**src/rtl/cpu_pkg.sv**
```systemverilog
// Shared pipeline-control types for the RV32 core: hazard controller states,
// the grouped hold/bubble control word and the x0 register index.
package cpu_pkg;

   typedef enum logic [1:0] {
      RUN      = 2'd0,
      MD_BUSY  = 2'd1,
      MD_DRAIN = 2'd2
   } hazard_state_t;

   typedef struct packed {
      logic pc_hold;
      logic if_id_hold;
      logic if_id_bubble;
      logic id_ex_hold;
      logic id_ex_bubble;
      logic ex_mem_bubble;
   } pipe_ctrl_t;

   localparam logic [4:0] REG_ZERO = 5'd0;

   // Control word with every hold and bubble released.
   localparam pipe_ctrl_t PIPE_IDLE = pipe_ctrl_t'(6'b000000);

endpackage

```
**src/rtl/hazard_detect.sv**
```systemverilog
// Load-use detector: the ID instruction reads a register that the load
// currently in EX has not yet produced. Writes to x0 never create a hazard.
module hazard_detect
   import cpu_pkg::*;
(
   input  logic [4:0] id_rs1,
   input  logic [4:0] id_rs2,
   input  logic       id_uses_rs1,
   input  logic       id_uses_rs2,
   input  logic       ex_mem_read,
   input  logic [4:0] ex_rd,
   output logic       load_use
);

   // Compare both ID source operands against the EX load destination.
   always_comb begin
      load_use = 1'b0;
      if (ex_mem_read && (ex_rd != REG_ZERO)) begin
         load_use = (id_uses_rs1 && (id_rs1 == ex_rd)) ||
                    (id_uses_rs2 && (id_rs2 == ex_rd));
      end else begin
         load_use = 1'b0;
      end
   end

endmodule

```
**src/rtl/hazard_ctrl.sv**
```systemverilog
// Pipeline sequencing controller for the 5-stage RV32 core. Owns every
// stall/flush decision: load-use stalls, redirect flushes and the freeze
// while a multi-cycle mul/div runs in EX (with a timeout that aborts the op
// and raises a sticky md_error).
// Optional build macro HAZARD_PERF_CNT_EN adds stall/flush performance
// counters on ports perf_stall_cnt and perf_flush_cnt.
module hazard_ctrl
   import cpu_pkg::*;
#(
   parameter int MD_TIMEOUT = 64,
   parameter int CNT_W      = 7
) (
   input  logic        clock,
   input  logic        reset,
   input  logic [4:0]  id_rs1,
   input  logic [4:0]  id_rs2,
   input  logic        id_uses_rs1,
   input  logic        id_uses_rs2,
   input  logic        ex_mem_read,
   input  logic [4:0]  ex_rd,
   input  logic        ex_redirect,
   input  logic        ex_md_op,
   input  logic        md_done,
   output logic        md_start,
   output logic        pc_hold,
   output logic        if_id_hold,
   output logic        if_id_bubble,
   output logic        id_ex_hold,
   output logic        id_ex_bubble,
   output logic        ex_mem_bubble,
`ifdef HAZARD_PERF_CNT_EN
   output logic [31:0] perf_stall_cnt,
   output logic [31:0] perf_flush_cnt,
`endif
   output logic        md_error
);

   // Counter value seen in the last permitted busy cycle.
   localparam logic [CNT_W-1:0] CNT_LAST = CNT_W'(MD_TIMEOUT - 1);

   hazard_state_t    state;
   logic [CNT_W-1:0] md_cnt;
   logic             load_use;
   logic             start_c;
   pipe_ctrl_t       ctrl;

   hazard_detect u_detect (
      .id_rs1      (id_rs1),
      .id_rs2      (id_rs2),
      .id_uses_rs1 (id_uses_rs1),
      .id_uses_rs2 (id_uses_rs2),
      .ex_mem_read (ex_mem_read),
      .ex_rd       (ex_rd),
      .load_use    (load_use)
   );

   // Sequencing FSM with the busy-cycle counter and the sticky timeout flag.
   always_ff @(posedge clock) begin
      if (reset) begin
         state    <= RUN;
         md_cnt   <= {CNT_W{1'b0}};
         md_error <= 1'b0;
      end else begin
         case (state)
            RUN: begin
               if (ex_md_op) begin
                  state  <= MD_BUSY;
                  md_cnt <= {CNT_W{1'b0}};
               end
            end
            MD_BUSY: begin
               md_cnt <= md_cnt + {{(CNT_W-1){1'b0}}, 1'b1};
               if (md_done) begin
                  state <= MD_DRAIN;
               end else if (md_cnt == CNT_LAST) begin
                  md_error <= 1'b1;
                  state    <= MD_DRAIN;
               end
            end
            MD_DRAIN: begin
               state <= RUN;
            end
            default: begin
               state <= RUN;
            end
         endcase
      end
   end

   // Hold/bubble decode from the current state and this cycle's hazards.
   always_comb begin
      ctrl    = PIPE_IDLE;
      start_c = 1'b0;
      case (state)
         RUN: begin
            if (ex_md_op) begin
               // Freeze everything upstream of EX and keep EX_MEM empty.
               start_c            = 1'b1;
               ctrl.pc_hold       = 1'b1;
               ctrl.if_id_hold    = 1'b1;
               ctrl.id_ex_hold    = 1'b1;
               ctrl.ex_mem_bubble = 1'b1;
            end else if (ex_redirect) begin
               // Squash the two younger wrong-path instructions.
               ctrl.if_id_bubble = 1'b1;
               ctrl.id_ex_bubble = 1'b1;
            end else if (load_use) begin
               ctrl.pc_hold      = 1'b1;
               ctrl.if_id_hold   = 1'b1;
               ctrl.id_ex_bubble = 1'b1;
            end else begin
               ctrl = PIPE_IDLE;
            end
         end
         MD_BUSY: begin
            ctrl.pc_hold       = 1'b1;
            ctrl.if_id_hold    = 1'b1;
            ctrl.id_ex_hold    = 1'b1;
            // EX_MEM captures the result on the done cycle only.
            ctrl.ex_mem_bubble = ~md_done;
         end
         MD_DRAIN: begin
            // The finished op is still in ID_EX; do not issue it again.
            ctrl.id_ex_bubble = 1'b1;
         end
         default: begin
            ctrl = PIPE_IDLE;
         end
      endcase
   end

   assign md_start      = start_c;
   assign pc_hold       = ctrl.pc_hold;
   assign if_id_hold    = ctrl.if_id_hold;
   assign if_id_bubble  = ctrl.if_id_bubble;
   assign id_ex_hold    = ctrl.id_ex_hold;
   assign id_ex_bubble  = ctrl.id_ex_bubble;
   assign ex_mem_bubble = ctrl.ex_mem_bubble;

`ifdef HAZARD_PERF_CNT_EN
   // Free-running stall and flush event counters, wrapping at 2^32.
   always_ff @(posedge clock) begin
      if (reset) begin
         perf_stall_cnt <= 32'd0;
         perf_flush_cnt <= 32'd0;
      end else begin
         if (ctrl.pc_hold) begin
            perf_stall_cnt <= perf_stall_cnt + 32'd1;
         end
         if (ctrl.if_id_bubble) begin
            perf_flush_cnt <= perf_flush_cnt + 32'd1;
         end
      end
   end
`endif

endmodule

```
**config.mk**
```make
export PLATFORM = sky130hd
export DESIGN_NAME = hazard_ctrl
export DESIGN_NICKNAME = d
export VERILOG_FILES = /design/src/rtl/cpu_pkg.sv /design/src/rtl/hazard_detect.sv /design/src/rtl/hazard_ctrl.sv
export SDC_FILE = /design/constraint.sdc
export NUM_CORES = 1
export LEC_CHECK = 0
export ABC_AREA = 1
export CAP_MARGIN = 20
export CORE_MARGIN = 2
export CORE_UTILIZATION = 37
export DETAILED_ROUTE_END_ITERATION = 16
export PLACE_DENSITY = 0.78
export SLEW_MARGIN = 20
export SYNTH_ARGS = -nofsm -noshare
export SYNTH_HDL_FRONTEND = slang
export SYNTH_SLANG_ARGS = --single-unit
```
**constraint.sdc**
```tcl
create_clock -name clock -period 1.26 [get_ports clock]
set_input_delay 0.252 -clock clock [delete_from_list [all_inputs] [get_ports clock]]
set_output_delay 0.252 -clock clock [all_outputs]
set_load 0.005 [all_outputs]
```
# Word level (Yosys, flattened, before mapping)
# Cells that the tools add are included.
[classes]
reduce_logical = 10
bitwise_logic = 1
mux = 22
n_eq_ne = 7
n_addsub = 1
[op_table]
columns = ["op", "count"]
rows = [
  ["$pmux W7 S2", 1],
  ["$mux W2", 6],
  ["$eq A5 B5 Y1", 2],
  ["$mux W1", 9],
  ["$pmux W2 S2", 2],
  ["$add A7 B1 Y7 const B", 1],
  ["$eq A7 B6 Y1 const B", 1],
  ["$mux W7", 1],
  ["$pmux W1 S2", 3],
  ["$reduce_bool A5 Y1", 1],
  ["$reduce_and A2 Y1", 2],
  ["$logic_and A1 B1 Y1", 3],
  ["$ne A3 B3 Y1 const B", 1],
  ["$reduce_and A3 Y1", 1],
  ["$eq A2 B1 Y1 const B", 1],
  ["$eq A2 B2 Y1 const B", 1],
  ["$logic_not A2 Y1", 1],
  ["$ne A2 B2 Y1 const B", 1],
  ["$reduce_bool A2 Y1", 1],
  ["$logic_or A1 B1 Y1", 1],
  ["$not A1 Y1", 1],
]
[totals]
register_bits = 10
input_bits = 23
wordCells = 44
output_inout_bits = 8

# Depth between registers and ports, before layout
# Gate-level depths: netlist of run 1.
[depth]
depth_word = 8
mapped_depth = 9
ltp_nobuf = 8

# By module
# Synthesis of run 1 repeated with hierarchy kept, for this count alone.
[unflattened]
cells_unflattened = 133
hier_area_um2 = 758.2
[by_module_without_submodules]
columns = ["module", "seq_area_each_um2", "area_per_inst_um2", "cells_per_inst", "instances"]
rows = [
  ["hazard_ctrl", 200.2, 541.8, 79, 1],
  ["hazard_detect", 0.0, 216.5, 54, 1],
]

# Worst setup path before layout of run 1
# Ideal clock, no wire load.
[synth_timing]
path_type = "register to register"
from = "reg md_cnt[0]"
to = "reg state[0]"
setup_ns = 0.132
slack_ns = 0.081
period_less_slack_ns = 1.179
path_stages_with_launch = 9
n_path_buf = 0
arrival_ns = 1.048
required_time_ns = 1.128
cell_sequence = "dfxtp_1 -> ha_1 -> nand2_2 -> nor2_2 -> nand3_2 -> nor2_4 -> nor2_1 -> nand2_1 -> a21oi_1"
[synth_between]
elab_chain_cells = 3
[synth_rtl]
columns = ["element", "line_no", "rtl"]
rows = [
  ["start, declared", "hazard_ctrl.sv:42", "logic [CNT_W-1:0] md_cnt;"],
  ["start signal, assigned", "hazard_ctrl.sv:61", "md_cnt <= {CNT_W{1'b0}};"],
  ["start signal, assigned", "hazard_ctrl.sv:68", "md_cnt <= {CNT_W{1'b0}};"],
  ["start signal, assigned", "hazard_ctrl.sv:72", "md_cnt <= md_cnt + {{(CNT_W-1){1'b0}}, 1'b1};"],
  ["$eq A7 B6 Y1", "hazard_ctrl.sv:75", "end else if (md_cnt == CNT_LAST) begin"],
  ["$ne A3 B3 Y1 (no source line)", "n/a", ""],
  ["$reduce_and A2 Y1 (no source line)", "n/a", ""],
  ["end signal, assigned", "hazard_ctrl.sv:74", "state <= MD_DRAIN;"],
  ["end signal, assigned", "hazard_ctrl.sv:77", "state <= MD_DRAIN;"],
  ["end signal, assigned", "hazard_ctrl.sv:81", "state <= RUN;"],
  ["end, declared", "hazard_ctrl.sv:41", "hazard_state_t state;"],
]
# Every way passes these cells.
# A chain may end at the register's enable or synchronous reset.

# Worst setup path after layout of run 1
[layout_timing]
from = "reg state[1]"
to = "out ex_mem_bubble"
[layout_between]
elab_chain_cells = 2
elab_cells_between_ends = 3
classes_between = "eq/ne: 1; mux: 1; reduce/logical: 1"
[layout_rtl]
columns = ["element", "line_no", "rtl"]
rows = [
  ["start signal, assigned", "hazard_ctrl.sv:60", "state <= RUN;"],
  ["start signal, assigned", "hazard_ctrl.sv:67", "state <= MD_BUSY;"],
  ["start signal, assigned", "hazard_ctrl.sv:74", ""],
  ["$eq A2 B1 Y1 / $logic_not A2 Y1 (equally long branches)", "hazard_ctrl.sv:94", "case (state)"],
  ["$pmux W1 S2 *", "hazard_ctrl.sv:94", ""],
  ["end, declared", "hazard_ctrl.sv:30", "output logic ex_mem_bubble,"],
]
# Mark *: on every way between the ends. The rest lies on a longest branch, timed or not.

==> flow_metrics.env, run 1 <==
export IMPL_outcome="finished with violations"
export IMPL_violations="setup timing"
export IMPL_die_y_um=48.9
export IMPL_avgSynthCellArea_um2=5.97
export IMPL_maxCapViolations=0
export IMPL_row_count=16
export IMPL_grt_ovfl_total=0
export IMPL_synth_top_cell_by_area="dfxtp_1"
export IMPL_ctsHoldBuffers=0
export IMPL_tns_ps=-1010
export IMPL_area_growth_syn_to_layout_pct=75.5
export IMPL_ir_drop_uv=638
export IMPL_dp_slack_ps=-919
export IMPL_postLayoutCellArea_um2=1310
export IMPL_syn_inst=125
export IMPL_grt_pass1_wl_mm=3.77
export IMPL_antenna_left=0
export IMPL_cts_tree="yes"
export IMPL_drt_total_wl_mm=2.23
export IMPL_drive_gt1_share_pct=45.7
export IMPL_vias=961
export IMPL_gp_congestion=0.757
export IMPL_vias_per_cell=4.81
export IMPL_synth_top_area_share_pct=26.8
export IMPL_final_util_pct=68.1
export IMPL_dr_pass1_iters=4
export IMPL_ys_seq_area_share_pct=26.8
export IMPL_synthesis_area_um2=746
export IMPL_grt_setup_unrepaired="yes"
export IMPL_worstSetupEndpointType="output port"
export IMPL_reg2regPathDepth=7
export IMPL_power_internal_uw=619
export IMPL_switchingPower_uw=276
export IMPL_die_w_um=48.9
export IMPL_diodes=0
export IMPL_htree_levels=1
export IMPL_finalWorstSetupSlack_ps=-254
export IMPL_pwr_share_comb_pct=37.7
export IMPL_nNetsFinal=199
export IMPL_crit_required_ps=1010
export IMPL_clk_latency_ps=270
export IMPL_hold_path_cell_count=2
export IMPL_grt_max_degree=10
export IMPL_hold_start="md_error"
export IMPL_portBuffers=30
export IMPL_start_util_pct=38.8
export IMPL_finClkSkew_ps=2.57
export IMPL_arrival_ps=1260
export IMPL_setup_viol=7
export IMPL_grt_pass1_vias=884
export IMPL_hold_viol=0
export IMPL_drt_iter0_markers=11
export IMPL_fmax_mhz=660
export IMPL_rr_startpoint="state[1]"
export IMPL_slew_viol_final=0
export IMPL_synth_area_leaders="dfxtp_1 (27%), nand2_1 (20%), inv_1 (11%), nor2_1 (7.0%), a21oi_1 (4.7%)"
export IMPL_post_dp_cell_area_um2=1120
export IMPL_fin_crit_sh_pct=120
export IMPL_yosys_cell_types_count=24
export IMPL_holdPathEnd="md_error"
export IMPL_hpwlAfterDp_mm=1.53
export IMPL_power_leakage_nw=0.635
export IMPL_die_area_um2=2390
export IMPL_synth_warnings=0
export IMPL_path_clk_slew_ps=60
export IMPL_clockBufferDepth=2
export IMPL_min_path_type="reg2reg"
export IMPL_period_minus_slack_ps=1510
export IMPL_r2r_end="md_cnt[1]"
export IMPL_worstSetupPathType="reg2out"
export IMPL_crit_path_start_kind="flip-flop"
export IMPL_syn_num_nets=149
export IMPL_cp_max_fo=3
export IMPL_ys_ff_latch=10
export IMPL_gr_usage_all_layers_pct=19.8
export IMPL_p_per_area_nw_per_um2=683
export IMPL_max_slew_margin_rel_pct=86.3
export IMPL_coreArea_um2=1920
export IMPL_wl_per_cell_um=11.1
export IMPL_post_route_drc_count=0
export IMPL_worst_pin_slew_ps=204
export IMPL_clockPowerShare_pct=25.0
export IMPL_clock_sinks=10
export IMPL_netSwitchingFraction_pct=30.8
export IMPL_antenna_found_initial=0
export IMPL_io_pins=31
export IMPL_cts_made_buffers=3
export IMPL_r2r_slack_ps=-10
export IMPL_cts_root_buffer_cell="clkbuf_4"
export IMPL_seq_power_share_pct=37.3
[sequential cells by signal (all words and copies together) (netlist names)]
register  cells
md_cnt        7
state         2
md_error      1
[synthesized netlist by cell type]
library cell,number
inv_1,21
ha_1,1
o211ai_1,1
a32oi_1,1
nor3_2,2
nand2_2,1
nor3_1,1
dfxtp_1,10
nor2_4,1
nand4_1,1
nand3_2,2
inv_2,2
nand3_1,6
nor2_2,3
nand3b_1,1
buf_6,1
o21ai_0,5
buf_4,1
nor2_1,14
a211oi_2,1
a21oi_1,7
clkbuf_1,1
nand2_1,40
a22oi_1,1
[repair_timing]
item	4_1_cts	5_1_grt
gates resized for setup	99	29
pin swaps	19	15
buffers inserted	10	4
endpoints found under the setup margin	11	16
[logic make-up after synthesis]
family,synth area share [%]
buffers and inverters,14.6
adder cells (fa/ha/maj),1.68
AND/OR/NAND/NOR,44.0
flip-flops,26.8
AO/OA/AOI/OAI,12.9
[final cells by class]
type                       instances  area (um2)
inverter                          23        86.3
multi-input combinational         89         541
sequential                        10         213
timing repair buffer              48         413
tap                               27        33.8
fill                             178         613
clock buffer                       3        22.5
[through the flow]
| stage | hold WS [ps] | power, mW | std cells |
|---|---|---|---|
| finish | 466 | 0.894 | 200 |
| global route | 479 | 0.945 | 200 |
| CTS | 453 | 0.851 | 200 |
| detailed placement | 443 | 0.604 | 188 |
| global placement | 440 | 0.599 | 188 |
| floorplan | 413 | 0.447 | 125 |
[power by group through the flow]
stage          Sequential (mW)  Clock (mW)  Combinational [mW]
3_3_place_gp             0.338           0               0.261
3_5_place_dp             0.339           0               0.265
4_1_cts                  0.333       0.223               0.295
5_1_grt                  0.335       0.241               0.369
6_report                 0.333       0.223               0.337
2_1_floorplan            0.337           0               0.110
[worst max-delay path, cell delays in order, from the launching register on]
cell	delay (ps)
dfxtp_4	370
nor3_4	190
buf_6	140
buf_6	90
inv_2	30
o21ai_1	60
buf_2	120
[routing by layer]
metal | track usage, % | vias to the layer above | share of wire (%)
met2 | 34.5 | 42 | 50
met1 | 22.6 | 426 | 43
met3 | 6.13 | 6 | 5.7
met5 | 0 | - | 0
li1 | - | 487 | -
met4 | 7.14 | 0 | 1.4
[placed cells by master (no fill, tap or decap), drive strengths merged]
| master | instances |
|---|---|
| nand2 | 41 |
| buf | 31 |
| inv | 23 |
| nor2 | 18 |
| dfxtp | 10 |
| dlygate4sd2 | 9 |
| nand3 | 8 |
| a21oi | 7 |
| o21ai | 5 |
| clkbuf | 5 |
| clkdlybuf4s50 | 3 |
| clkdlybuf4s15 | 3 |
| nor3 | 3 |
| nand4 | 1 |
| nand3b | 1 |
| o211ai | 1 |
| a22oi | 1 |
| a211oi | 1 |
| a32oi | 1 |
| ha | 1 |
[worst max path at each step]
stage	startpoint	endpoint	slack (ps)	depth (start not counted)
final	state[1]	ex_mem_bubble	-250	6
after floorplan	md_cnt[0]	state[0]	80	8
after global placement	ex_rd[3]	id_ex_bubble	-910	10
after CTS	state[1]	ex_mem_bubble	-240	6
after detailed placement	ex_rd[3]	id_ex_bubble	-920	10
after global routing	state[1]	ex_mem_bubble	-310	6
Note: power is estimated with default switching activity, not from simulation.
==> run 2: changes to the inputs <==
Settings changed: CORE_UTILIZATION 37 to 35, PLACE_DENSITY 0.78 to 0.74, TNS_END_PERCENT set to 5.
==> run 2 against run 1 <==
Net effect:
- the run still ends with setup timing left
- maximum frequency is 5.2% higher
- non-clock buffer count is 8 lower
- sequential power hardly changed
- sequential share of layout area is 1.8 points higher
- first-iteration DRC count is 18% lower
- worst setup slack better by 75 ps
- critical path depth is 4 higher
- sequential cell count stayed put
- global-route usage is 2.0 points lower
- worst hold slack worse by 18 ps
==> flow_metrics.env, run 2 (synthesis results as in run 1) <==
export IMPL_htree_levels=1
export IMPL_die_w_um=50.2
export IMPL_row_count=16
export IMPL_place_inst=187
export IMPL_nNetsFinal=191
export IMPL_io_pins=31
export IMPL_crit_required_ps=1010
export IMPL_outcome="finished with violations"
export IMPL_start_util_pct=37.6
export IMPL_p_per_area_nw_per_um2=709
export IMPL_max_slew_margin_rel_pct=86.0
export IMPL_tns_ps=-886
export IMPL_drt_iter0_markers=9
export IMPL_min_path_type="reg2reg"
export IMPL_grt_pass1_vias=878
export IMPL_antenna_left=0
export IMPL_finClkSkew_ps=4.24
export IMPL_diodes=0
export IMPL_violations="setup timing"
export IMPL_die_y_um=50.2
export IMPL_antenna_found_initial=0
export IMPL_post_route_drc_count=0
export IMPL_clockBufferDepth=2
export IMPL_coreArea_um2=1980
export IMPL_setup_viol=7
export IMPL_wl_per_cell_um=10.3
export IMPL_final_util_pct=58.0
export IMPL_vias_per_cell=4.66
export IMPL_area_growth_syn_to_layout_pct=54.2
export IMPL_dr_pass1_iters=6
export IMPL_gr_usage_all_layers_pct=17.8
export IMPL_power_leakage_nw=0.564
export IMPL_drive_gt1_share_pct=36.4
export IMPL_post_dp_cell_area_um2=1120
export IMPL_finalWorstSetupSlack_ps=-180
export IMPL_cts_made_buffers=3
export IMPL_top_register="md_cnt"
export IMPL_grt_pass1_wl_mm=3.50
export IMPL_maxCapViolations=0
export IMPL_largest_reg_flops=7
export IMPL_worstSetupPathType="in2out"
export IMPL_portBuffers=30
export IMPL_path_clk_slew_ps=60
export IMPL_hold_viol=0
export IMPL_gp_congestion=0.860
export IMPL_ctsHoldBuffers=0
export IMPL_clock_sinks=10
export IMPL_die_area_um2=2520
export IMPL_postLayoutCellArea_um2=1150
export IMPL_power_uw=815
export IMPL_ir_drop_uv=688
export IMPL_worst_pin_slew_ps=208
export IMPL_hpwlAfterDp_mm=1.50
export IMPL_reg_top3="md_cnt: 7 flops, state: 2 flops, md_error: 1 flops"
export IMPL_grt_max_degree=10
export IMPL_layout_common_cells="nand2_1 (39), inv_1 (14), nor2_1 (11), buf_2 (11), buf_4 (9)"
export IMPL_fmax_mhz=695
export IMPL_clk_latency_ps=270
export IMPL_cp_max_fo=2
export IMPL_drt_total_wl_mm=1.97
export IMPL_worstSetupEndpointType="output port"
export IMPL_grt_ovfl_total=0
export IMPL_period_minus_slack_ps=1440
export IMPL_vias=894
export IMPL_cts_root_buffer_cell="clkbuf_4"
export IMPL_arrival_ps=1190
export IMPL_crit_path_start_kind="input port"
export IMPL_cts_tree="yes"
export IMPL_fin_crit_sh_pct=114
export IMPL_slew_viol_final=0
export IMPL_grt_setup_unrepaired="yes"
export IMPL_final_common_cell="nand2_1"
export IMPL_stdcell_count=192
[run 2: cell types whose count changed in the layout (fill, tap and decap cells not counted), sizes merged]
cell | before | now
buf | 31 | 23
dlygate4sd2 | 9 | 4
clkdlybuf4s15 | 3 | 6
clkbuf | 5 | 6
clkdlybuf4s50 | 3 | 4
[run 2: report_power, final]
part           internal [mW]  leakage [nW]  switching, mW
Clock                  0.110        0.0138          0.108
Sequential             0.324        0.0830         0.0116
Combinational          0.134         0.467          0.127
[run 2: what timing repair did]
item                                    CTS  global route
gates cloned                              0             0
pin swaps                                22             7
setup buffers                             2             0
resized for setup                        89            17
endpoints found under the setup margin   10            12
[run 2: worst paths after layout]
| path | start | endpoint | slack, ps | cells after the start |
|---|---|---|---|---|
| worst max-delay path | id_rs1[2] | id_ex_bubble | -180 | 10 |
| worst min-delay path | md_error | md_error | 450 | 2 |
| worst max register to register | md_cnt[0] | state[0] | 70 | 8 |
| worst min register to register | md_error | md_error | 450 | 2 |
[run 2: layer usage]
metal  track usage [%]  part of all wire (%)  wire (um)  up-vias
li1                  -                     -          -      468
met1              20.2                    43        838      401
met2              31.4                    49        964       23
met3              6.85                   8.0        157        2
met4              3.70                  0.41          8        0
met5                 0                     0          0        -
[run 2: worst max-delay path, cell delays in order]
cell,delay [ps]
clkdlybuf4s15_2,180
inv_1,40
nand2_1,50
nand2_1,50
nor2_1,110
nand3_1,80
nand2_1,80
nand2_1,60
a21oi_1,150
buf_2,140
[run 2: per-stage QoR]
| stage | setup slack [ps] | hold WS [ps] |
|---|---|---|
| 2_1_floorplan | 80.8 | 413 |
| 3_3_place_gp | -879 | 439 |
| 3_5_place_dp | -869 | 440 |
| 4_1_cts | -158 | 447 |
| 5_1_grt | -259 | 498 |
| 6_report | -180 | 448 |
[run 2: layout make-up]
class                           instances  area, um2
Timing Repair Buffer                   40        308
Tap cell                               27       33.8
Sequential cell                        10        208
Inverter                               23       88.8
Fill cell                             185        832
Multi-Input combinational cell         89        489
Clock buffer                            3       22.5
==> edit, RTL diff (settings of run 2) <==
`REG_ZERO`: 5'd0 -> 5'd1.
--- a/src/rtl/cpu_pkg.sv
+++ b/src/rtl/cpu_pkg.sv
@@ -17,7 +17,7 @@
       logic ex_mem_bubble;
    } pipe_ctrl_t;
 
-   localparam logic [4:0] REG_ZERO = 5'd0;
+   localparam logic [4:0] REG_ZERO = 5'd1;
 
    // Control word with every hold and bubble released.
    localparam pipe_ctrl_t PIPE_IDLE = pipe_ctrl_t'(6'b000000);
Function: changed (a bounded check fails within 4 cycles, from zero or initial values and one cycle with reset high).
==> edit against run 2 <==
- the flow still finishes with violations (negative setup slack)
- core utilization is 0.44 points higher
- synthesized cell count is 0.80% lower
- setup slack got worse by 22 ps
- clock power is 2% higher
- routed wire length is 4.2% higher
- fmax decreased by 1.5%
- combinational power grew 5%
- sequential cell count stayed put
- critical path depth is 5 lower
- synthesized area decreased by 0.17%
- worst hold slack improved by 24 ps
- power increased by 1.9%
- design area is 0.76% higher
- clock skew increased by 2.8 ps
- largest power group unchanged
- highest routed layer unchanged
==> edit: results (changes against run 2) <==
* Critical-path top delay cell: sky130_fd_sc_hd__dfxtp_4
- Result of the run: complete, but fails checks
* Mean post-synth cell area: 6.004 um^2 (+0.64%)
- P_leak: 0.5784 nW (+2.5%)
- Wire length on met1: 800 um (-4.5%)
- Cts repair resizes: 108 (+21%)
* Fraction of post-synthesis cell area in the top cell type by area: 0.2689 (+0.0004512)
* Sequential element share of the synthesized area: 0.2689 (+0.0004512)
- The share of power burned in combinational logic came to 0.332 (+0.011).
* Worst-path fanout max: 4 (+2)
* Clk power: 0.223 mW (+2%)
* Setup Fix Bufs, Post-CTS: 4 (+2)
* Hold Worst Slack: 471.7 ps (+24.00 ps)
* Worst ir drop on vdd: 543.5 uV (-21%)
- The post-synthesis cell type count is 25 (+4.2%).
- Switching Share: 0.3053 (+0.002715)
* Final setup vio count: 6 (-1)
- The net count after synthesis came to 148 (-0.67%).
- Share of cells above drive strength 1: 0.3988 (+0.03517)
- The count of non-CTS buffers in the layout is 44 (+10%).
* Die boundary width: 50.12 um (about the same)
- The highest cell delay on the worst timing path was 370 ps (+190 ps).
- DR iter-0 viols: 8 (-1)
* Violated checks: negative setup slack
* Met2 GRT Util: 0.3399 (+0.02632)
- The global placement routability congestion is 0.7808 (-9.2%).
- Critical R2R Capture: md_cnt[1]$_SDFFE_PP0P_
- The final worst clock skew was 7.066 ps (+2.826 ps).
- Half-perimeter wire length after detailed placement: 1.517 mm (+1.1%)
- The number of placed instances with taps included was 188 (+0.53%).
- The wire length on met3 came to 75 um (-52%).
- Setup WS post-layout: -201.4 ps (-21.86 ps)
* First drt pass iteration count: 4 (-2)
- The minimum setup slack among reg-to-reg paths is 40 ps (-30 ps).
- The total routing usage reported by global routing came to 0.1812 (+0.003269).
- Top area cells in the synthesized netlist: sky130_fd_sc_hd__dfxtp_1 (27%), sky130_fd_sc_hd__nand2_1 (20%), sky130_fd_sc_hd__inv_1 (10%)
* Buffer share of cell area: 0.2797 (+0.01202)
- Fillers: 192 (+3.8%)
- Met3 Resource Use GR: 0.02121 (-0.04724)
- The worst register-to-register path begins at state[1]$_SDFFE_PP0P_.
- Top cell family by delay on the critical path: flip-flops
* Worst-Margin Slew: 187.0 ps (-20.58 ps)
- The arrival time reported for the critical path endpoint is 1210 ps (+20 ps).
- Multi-input combinational cell area: 485.5 um^2 (-0.77%)
* Sum of negative setup slack: -1033 ps (-146.5 ps)
- The routed via count divided by cell count came to 4.744 (+1.9%).
* Worst Reg-to-Reg Cells: 6 (-2)
- The global-route wire length before repair was 3.546 mm (+1.4%).
* Worst hold path endpoint: md_cnt[3]$_SDFFE_PP0P_
- The number of cells in the finished layout apart from fillers came to 195 (+1.6%).
- Placed cell areas: 1131 um^2 (+1.2%)
==> edit: cell count changes after synthesis <==
cell	change
sky130_fd_sc_hd__inv_1	-1
sky130_fd_sc_hd__o21a_1	+1
sky130_fd_sc_hd__o21ai_0	-1
==> edit: how the worst max path moves through the flow <==
stage | from | to | slack [ps] | cells after the start
2_1_floorplan | md_cnt[0]$_SDFFE_PP0P_ | state[0]$_SDFFE_PP0P_ | 80 | 8
3_3_place_gp | ex_rd[4] | id_ex_bubble | -910 | 10
3_5_place_dp | ex_rd[4] | id_ex_bubble | -900 | 10
4_1_cts | state[1]$_SDFFE_PP0P_ | ex_mem_bubble | -160 | 5
5_1_grt | state[1]$_SDFFE_PP0P_ | pc_hold | -240 | 5
6_report | state[1]$_SDFFE_PP0P_ | if_id_hold | -200 | 5
==> edit: cells by family (layout without fill, tap and decap cells) <==
logic type	after synthesis	after routing	synth area share
simple gates	72	72	0.4403
buf+inv	25	69	0.1412
compound gates	16	16	0.1328
flops	10	10	0.2689
fa+ha+maj	1	1	0.01680
